--- config.mk ---
export PLATFORM = sky130hd
export DESIGN_NAME = uart_rx_buffered_flat
export DESIGN_NICKNAME = d
export VERILOG_FILES = /design/src/rtl/uart_pkg.sv /design/src/rtl/uart_rx_buffered_if.sv /design/src/rtl/sync_fifo_byte.sv /design/src/rtl/uart_rx_buffered.sv /design/src/flat_wrapper.sv
export SDC_FILE = /design/constraint.sdc
export NUM_CORES = 1
export LEC_CHECK = 0
export CAP_MARGIN = 20
export CORE_ASPECT_RATIO = 0.7
export CORE_MARGIN = 2
export CORE_UTILIZATION = 52
export DETAILED_ROUTE_END_ITERATION = 16
export PLACE_DENSITY = 0.71
export SKIP_CTS_REPAIR_TIMING = 1
export SYNTH_ARGS = -nofsm -noshare
export SYNTH_HDL_FRONTEND = slang
export SYNTH_HIERARCHICAL = 1
export SYNTH_SLANG_ARGS = --single-unit
export TNS_END_PERCENT = 5
--- constraint.sdc ---
create_clock -name clkuart -period 5.71 [get_ports clkuart]
set_clock_uncertainty 0.2 [all_clocks]
set_input_delay 0.571 -clock clkuart [delete_from_list [all_inputs] [get_ports clkuart]]
set_output_delay 0.571 -clock clkuart [all_outputs]
set_load 0.03 [all_outputs]
--- src/rtl/uart_pkg.sv ---
// Shared UART constants and receiver state type; the transmitter uses the same values.
package uart_pkg;

    localparam int unsigned OVERSAMPLE = 16;
    localparam int unsigned SAMPLE_LO  = 7;
    localparam int unsigned SAMPLE_HI  = 9;
    localparam int unsigned DATA_BITS  = 8;

    localparam int unsigned TICK_W    = $clog2(OVERSAMPLE);
    localparam int unsigned BIT_IDX_W = $clog2(DATA_BITS);

    typedef logic [DATA_BITS-1:0] rx_byte_t;

    typedef enum logic [2:0] {
        RX_IDLE,
        RX_START,
        RX_DATA,
        RX_STOP,
        RX_WAIT_HIGH
    } rx_state_e;

    // Majority of three samples taken around the bit centre.
    function automatic logic maj3(input logic a, input logic b, input logic c);
        return (a & b) | (a & c) | (b & c);
    endfunction

endpackage

--- src/rtl/uart_rx_buffered_if.sv ---
// Receive-side byte stream: valid/ready handshake plus status pulses and FIFO fill level.
interface uart_rx_buffered_if
    import uart_pkg::*;
#(
    parameter int unsigned FIFO_DEPTH = 4
);

    localparam int unsigned CNT_W = $clog2(FIFO_DEPTH) + 1;

    rx_byte_t         rx_data;
    logic             rx_valid;
    logic             rx_ready;
    logic             rx_busy;
    logic             frame_err;
    logic             overrun;
    logic [CNT_W-1:0] fifo_count;

    modport master (
        output rx_data,
        output rx_valid,
        input  rx_ready,
        output rx_busy,
        output frame_err,
        output overrun,
        output fifo_count
    );

    modport slave (
        input  rx_data,
        input  rx_valid,
        output rx_ready,
        input  rx_busy,
        input  frame_err,
        input  overrun,
        input  fifo_count
    );

endinterface

--- src/rtl/sync_fifo_byte.sv ---
// Byte FIFO with occupancy count; push and pop in one cycle are both honoured, even when full.
module sync_fifo_byte
    import uart_pkg::*;
#(
    parameter int unsigned DEPTH = 4
) (
    input  logic                     clk,
    input  logic                     rst,
    input  logic                     push_i,
    input  rx_byte_t                 data_i,
    input  logic                     pop_i,
    output rx_byte_t                 data_o,
    output logic                     full_o,
    output logic                     empty_o,
    output logic [$clog2(DEPTH):0]   count_o
);

    localparam int unsigned PTR_W = $clog2(DEPTH);
    localparam int unsigned CNT_W = PTR_W + 1;

    rx_byte_t          mem_q [DEPTH];
    logic [PTR_W-1:0]  wr_ptr_q, wr_ptr_d;
    logic [PTR_W-1:0]  rd_ptr_q, rd_ptr_d;
    logic [CNT_W-1:0]  count_q, count_d;
    logic              do_push;
    logic              do_pop;

    // A pop frees the slot a same-cycle push needs, so full only blocks an unpaired push.
    always_comb begin
        do_pop   = pop_i && (count_q != '0);
        do_push  = push_i && ((count_q != CNT_W'(DEPTH)) || do_pop);
        wr_ptr_d = do_push ? wr_ptr_q + PTR_W'(1) : wr_ptr_q;
        rd_ptr_d = do_pop  ? rd_ptr_q + PTR_W'(1) : rd_ptr_q;
        count_d  = count_q + CNT_W'(do_push) - CNT_W'(do_pop);
    end

    always_ff @(posedge clk) begin
        if (rst) begin
            for (int unsigned i = 0; i < DEPTH; i++) begin
                mem_q[i] <= '0;
            end
            wr_ptr_q <= '0;
            rd_ptr_q <= '0;
            count_q  <= '0;
        end else begin
            if (do_push) begin
                mem_q[wr_ptr_q] <= data_i;
            end
            wr_ptr_q <= wr_ptr_d;
            rd_ptr_q <= rd_ptr_d;
            count_q  <= count_d;
        end
    end

    assign data_o  = mem_q[rd_ptr_q];
    assign full_o  = (count_q == CNT_W'(DEPTH));
    assign empty_o = (count_q == '0);
    assign count_o = count_q;

endmodule

--- src/rtl/uart_rx_buffered.sv ---
// 8N1 UART receiver at 16x oversampling with majority-vote bit decisions and a byte FIFO.
module uart_rx_buffered
    import uart_pkg::*;
#(
    parameter int unsigned FIFO_DEPTH = 4
) (
    input  logic                       clkuart,
    input  logic                       reset,
    input  logic                       RxD,
    uart_rx_buffered_if.master         rx_if
);

    localparam int unsigned CNT_W = $clog2(FIFO_DEPTH) + 1;

    logic                  sync1_q;
    logic                  sync2_q;
    rx_state_e             state_q, state_d;
    logic [TICK_W-1:0]     tick_q, tick_d;
    logic [BIT_IDX_W-1:0]  bit_idx_q, bit_idx_d;
    rx_byte_t              shift_q, shift_d;
    logic [1:0]            samp_q, samp_d;
    logic                  push_q, push_d;
    logic                  ferr_q, ferr_d;

    logic                  line;
    logic                  decide;
    logic                  bit_val;
    logic                  fifo_pop;
    logic                  fifo_full;
    logic                  fifo_empty;
    rx_byte_t              fifo_data;
    logic [CNT_W-1:0]      fifo_count;

    assign line    = sync2_q;
    assign decide  = (tick_q == TICK_W'(SAMPLE_HI));
    assign bit_val = maj3(samp_q[0], samp_q[1], line);

    // Tick count equals cycles since the start edge was seen, so decisions land at tick SAMPLE_HI.
    always_comb begin
        state_d   = state_q;
        tick_d    = tick_q + TICK_W'(1);
        bit_idx_d = bit_idx_q;
        shift_d   = shift_q;
        samp_d    = samp_q;
        push_d    = 1'b0;
        ferr_d    = 1'b0;

        if (tick_q == TICK_W'(SAMPLE_LO)) begin
            samp_d[0] = line;
        end
        if (tick_q == TICK_W'(SAMPLE_LO + 1)) begin
            samp_d[1] = line;
        end

        unique case (state_q)
            RX_IDLE: begin
                tick_d = '0;
                if (!line) begin
                    state_d = RX_START;
                    tick_d  = TICK_W'(1);
                end
            end
            RX_START: begin
                if (decide) begin
                    if (bit_val) begin
                        state_d = RX_IDLE;
                        tick_d  = '0;
                    end else begin
                        state_d   = RX_DATA;
                        bit_idx_d = '0;
                    end
                end
            end
            RX_DATA: begin
                if (decide) begin
                    shift_d = {bit_val, shift_q[DATA_BITS-1:1]};
                    if (bit_idx_q == BIT_IDX_W'(DATA_BITS - 1)) begin
                        state_d = RX_STOP;
                    end else begin
                        bit_idx_d = bit_idx_q + BIT_IDX_W'(1);
                    end
                end
            end
            RX_STOP: begin
                // Leave at the stop-bit centre so a back-to-back start edge is not missed.
                if (decide) begin
                    if (bit_val) begin
                        push_d  = 1'b1;
                        state_d = RX_IDLE;
                        tick_d  = '0;
                    end else begin
                        ferr_d  = 1'b1;
                        state_d = RX_WAIT_HIGH;
                    end
                end
            end
            RX_WAIT_HIGH: begin
                tick_d = '0;
                if (line) begin
                    state_d = RX_IDLE;
                end
            end
            default: begin
                state_d = RX_IDLE;
                tick_d  = '0;
            end
        endcase
    end

    // Synchroniser resets high so a line held low through reset is not taken as a start.
    always_ff @(posedge clkuart) begin
        if (reset) begin
            sync1_q   <= 1'b1;
            sync2_q   <= 1'b1;
            state_q   <= RX_IDLE;
            tick_q    <= '0;
            bit_idx_q <= '0;
            shift_q   <= '0;
            samp_q    <= '0;
            push_q    <= 1'b0;
            ferr_q    <= 1'b0;
        end else begin
            sync1_q   <= RxD;
            sync2_q   <= sync1_q;
            state_q   <= state_d;
            tick_q    <= tick_d;
            bit_idx_q <= bit_idx_d;
            shift_q   <= shift_d;
            samp_q    <= samp_d;
            push_q    <= push_d;
            ferr_q    <= ferr_d;
        end
    end

    assign fifo_pop = rx_if.rx_ready && !fifo_empty;

    sync_fifo_byte #(
        .DEPTH (FIFO_DEPTH)
    ) u_fifo (
        .clk     (clkuart),
        .rst     (reset),
        .push_i  (push_q),
        .data_i  (shift_q),
        .pop_i   (fifo_pop),
        .data_o  (fifo_data),
        .full_o  (fifo_full),
        .empty_o (fifo_empty),
        .count_o (fifo_count)
    );

    // Overrun depends on a same-cycle pop, which frees the slot for the incoming byte.
    assign rx_if.overrun    = push_q && fifo_full && !fifo_pop;
    assign rx_if.frame_err  = ferr_q;
    assign rx_if.rx_busy    = (state_q != RX_IDLE) || !line;
    assign rx_if.rx_data    = fifo_data;
    assign rx_if.rx_valid   = !fifo_empty;
    assign rx_if.fifo_count = fifo_count;

endmodule
--- src/flat_wrapper.sv ---
// flat-port wrapper written by rule: the top's interface ports become plain ports
module uart_rx_buffered_flat import uart_pkg::*;
#(
    parameter int unsigned FIFO_DEPTH = 4
)
  (clkuart, reset, RxD, rx_if_rx_data, rx_if_rx_valid, rx_if_rx_ready, rx_if_rx_busy, rx_if_frame_err, rx_if_overrun, rx_if_fifo_count);
  uart_rx_buffered_if #(.FIFO_DEPTH(FIFO_DEPTH)) rx_if_i ();
  input  logic clkuart;
  input  logic reset;
  input  logic RxD;
  output wire logic [$bits(rx_if_i.rx_data)-1:0] rx_if_rx_data;
  output wire logic [$bits(rx_if_i.rx_valid)-1:0] rx_if_rx_valid;
  input wire logic [$bits(rx_if_i.rx_ready)-1:0] rx_if_rx_ready;
  output wire logic [$bits(rx_if_i.rx_busy)-1:0] rx_if_rx_busy;
  output wire logic [$bits(rx_if_i.frame_err)-1:0] rx_if_frame_err;
  output wire logic [$bits(rx_if_i.overrun)-1:0] rx_if_overrun;
  output wire logic [$bits(rx_if_i.fifo_count)-1:0] rx_if_fifo_count;
  assign rx_if_rx_data = rx_if_i.rx_data;
  assign rx_if_rx_valid = rx_if_i.rx_valid;
  assign rx_if_i.rx_ready = rx_if_rx_ready;
  assign rx_if_rx_busy = rx_if_i.rx_busy;
  assign rx_if_frame_err = rx_if_i.frame_err;
  assign rx_if_overrun = rx_if_i.overrun;
  assign rx_if_fifo_count = rx_if_i.fifo_count;
  uart_rx_buffered #(.FIFO_DEPTH(FIFO_DEPTH)) u_core (.clkuart(clkuart), .reset(reset), .RxD(RxD), .rx_if(rx_if_i));
endmodule
==> flow_summary.ini <==
[critical_path]
critPathBufInv = 3
cp_top_family = simple AND/OR/NAND/NOR gates
cp_cell_sequence = nor3_1 -> nor2b_1 -> nor4b_4 -> nor2b_1 -> inv_1 -> ha_1 -> inv_1 -> ha_1 -> inv_1 -> fa_1 -> xor2_1 -> and2_1 -> nor3_1
worstPathArrival_ns = 3.29
cp_max_fo = 8
crit_path_frequent_cell = inv_1
endpoint_kind = flip-flop
rrSetupSlack_ns = 2.49
cp-start-kind = flip-flop
cp_slowest_cell = nor4b_4
worstSetupPathType = flip-flop to flip-flop
cp.required_ns = 5.78
critPathMaxStageDelay_ns = 0.43

[floorplanning]
core_um2 = 5340
start_util_pct = 55.2
die_width_um = 94.0
ios = 19
die_h_um = 67.0
rows = 22
fp.dieArea_um2 = 6300

[run]
maxCapViolations = 0

[sta]
min_period_over_period_pct = 56.4
hold_viol_final = 0
relSlewSlack_pct = 36.6
hold_ws_ns = 0.209
tightest_slew_ns = 0.948
fin_setup_tns_ns = 0
fmax_ghz = 0.310
maxSlewViolCount = 0
setup_viol = 0
rsz0062_at_grt = false
min_period_ns = 3.22

[synthesis]
synth_nets = 255
synth_ff_type = dfxtp_1
avgSynthCellArea_um2 = 12.1
ys_types = 45
yosys-top-cells-area = edfxtp_1, dfxtp_1, and2_1, mux4_2, mux2i_1
synth.cell_area_um2 = 2950
yosysTopAreaCell = edfxtp_1
synth_edf_count = 32
ys_async_sr_fraction_pct = 0
seq_area_frac_synth_pct = 55.0
syn-instance-count = 243
synth_seq_cells = 65
yosysWarnings = 6
yosys.area.top_type_share_pct = 32.6
yosys-top-cells-count = and2_1, dfxtp_1, edfxtp_1

[hold_path]
hold_path_class = flip-flop to flip-flop

[pwr]
pwr_density_cell_nw_per_um2 = 271
intPower_mw = 0.713
pwr-share-seq_pct = 54.8
p_comb_share_pct = 4.1
power_mw = 0.919
leakage_nw = 1.26
sw_frac_of_total_pct = 22.4
peakVddDrop_v = 0.000207
clkPwrFrac_pct = 41.1
switching_power_mw = 0.206

[finish]
fin_nets = 277
antenna_cells = 0
multi_input_area_um2 = 1250
area_delta_synth_final_pct = 14.9
fillCellCount = 435
seqCellArea_um2 = 1620
fin_area_um2 = 3390
drive_gt1_share_pct = 14.8

[cts]
clkSlewWorstSetupHoldPaths_ns = 0.08
cts_max_level = 3
cts_tree = done
cts_root_buffer = clkbuf_8
cts_buffers = 9
insertion_delay_ns = 0.34
cts.sinks = 65
clk_path_buf_depth = 2

[detailed_routing]
vias = 1827
drt_pass1_iterations = 4
wl_mm = 5.02
drc = 0
drtIter0Drc = 107
ant_nets = 0
routed_via_density = 5.34
wl_per_cell_um = 14.7

[grt]
gr-usage-met1_pct = 24.1
busiest_layer = met2
antenna_found_initial = 0
use_met3_pct = 8.60
gr-total-overflow = 0
grt_pass1_wl_mm = 8.46
grt_util_met2_pct = 28.2
grt_max_degree = 38
grt_util_all_layers_pct = 18.7
grt_pass1_vias = 1729

[placement]
globalplace.congestion = 0.796
placed_cell_area_um2 = 3190
dpl.hpwl_mm = 3.33
io_buffer_count = 18

[run_status]
status = finished clean
-- cells by family after synthesis --
group           Yosys count  synth area share, %
simple gates            109                 22.6
flops                    65                 55.0
mux                      20                 10.2
buf+inv                  19                 2.55
compound gates           17                 4.41
fa+ha+maj                 9                 4.03
xor+xnor                  4                 1.19
-- per-layer routing --
metal | part of all wire [%] | wire (um)
met4 | 1.1 | 56
met2 | 45 | 2270
met1 | 50 | 2490
met3 | 4.0 | 199
met5 | 0 | 0
-- cells in the final DEF, fill, tap and decap left out, types with 2 or more instances in the layout --
master | Yosys | final
dfxtp_1 | 33 | 33
and2_1 | 33 | 33
edfxtp_1 | 32 | 32
nor2_1 | 28 | 28
clkdlybuf4s50_1 | 0 | 18
mux2i_1 | 11 | 11
inv_1 | 10 | 10
clkbuf_8 | 0 | 9
mux4_2 | 8 | 8
ha_1 | 7 | 7
nand2_1 | 6 | 6
a21oi_1 | 6 | 6
nand3_1 | 5 | 5
nand2b_1 | 5 | 5
nor3_1 | 4 | 4
or3_1 | 4 | 4
clkinvlp_4 | 0 | 3
nor2b_1 | 3 | 3
xor2_1 | 3 | 3
nor3b_1 | 3 | 3
nand3b_1 | 3 | 3
o21ai_0 | 3 | 3
clkinv_2 | 0 | 2
nor3_2 | 2 | 2
nor4_1 | 2 | 2
or2_2 | 2 | 2
a31o_2 | 2 | 2
-- sequential cells by signal (all words and copies together) (netlist names), 2 cells and up, named ones only --
name                    flops
u_core/u_fifo/mem_q        32
u_core/shift_q              8
u_core/tick_q               4
u_core/bit_idx_q            3
u_core/state_q              3
u_core/u_fifo/count_o       3
u_core/samp_q               2
u_core/u_fifo/rd_ptr_q      2
u_core/u_fifo/wr_ptr_q      2
-- layout make-up --
cell class	count	area share (%)
sequential	65	47.9
multi-input combinational	159	36.9
timing repair buffer	20	5.69
clock buffer	9	3.66
tap	72	2.66
clock inverter	7	2.10
inverter	10	1.11
-- power groups by stage --
stage	combinational, mW	clock [mW]	sequential (mW)
final	0.0378	0.378	0.503
after global routing	0.0412	0.408	0.505
after CTS	0.0383	0.386	0.503
after detailed placement	0.0382	0	0.514
after global placement	0.0379	0	0.513
after floorplan	0.0277	0	0.510
-- worst reg2reg max path: stages (launching register included) --
cell     delay [ns]
dfxtp_1        0.41
nor3_1         0.40
nor2b_1        0.18
nor4b_4        0.43
nor2b_1        0.19
inv_1          0.09
ha_1           0.22
inv_1          0.06
ha_1           0.13
inv_1          0.05
fa_1           0.37
xor2_1         0.16
and2_1         0.16
nor3_1         0.11
-- metrics by stage --
| step | util (%) | setup WS (ns) | std cells |
|---|---|---|---|
| 6_report | 63.4 | 2.49 | 342 |
| 5_1_grt | 63.4 | 2.10 | 342 |
| 3_5_place_dp | 59.8 | 2.25 | 326 |
| 2_1_floorplan | - | 2.59 | 243 |
| 3_3_place_gp | 59.7 | 2.30 | 325 |
| 4_1_cts | 63.4 | 2.49 | 342 |
-- final timing paths --
check	endpoint	depth (start not counted)	startpoint
setup / recovery	u_core/u_fifo/count_o[2]$_SDFF_PP0_	13	u_core/u_fifo/count_o[1]$_SDFF_PP0_
hold / removal	u_core/line$_SDFF_PP1_	1	u_core/sync1_q$_SDFF_PP1_
setup reg to reg	u_core/u_fifo/count_o[2]$_SDFF_PP0_	13	u_core/u_fifo/count_o[1]$_SDFF_PP0_
hold reg to reg	u_core/line$_SDFF_PP1_	1	u_core/sync1_q$_SDFF_PP1_
(Power assumes the default switching activity.)
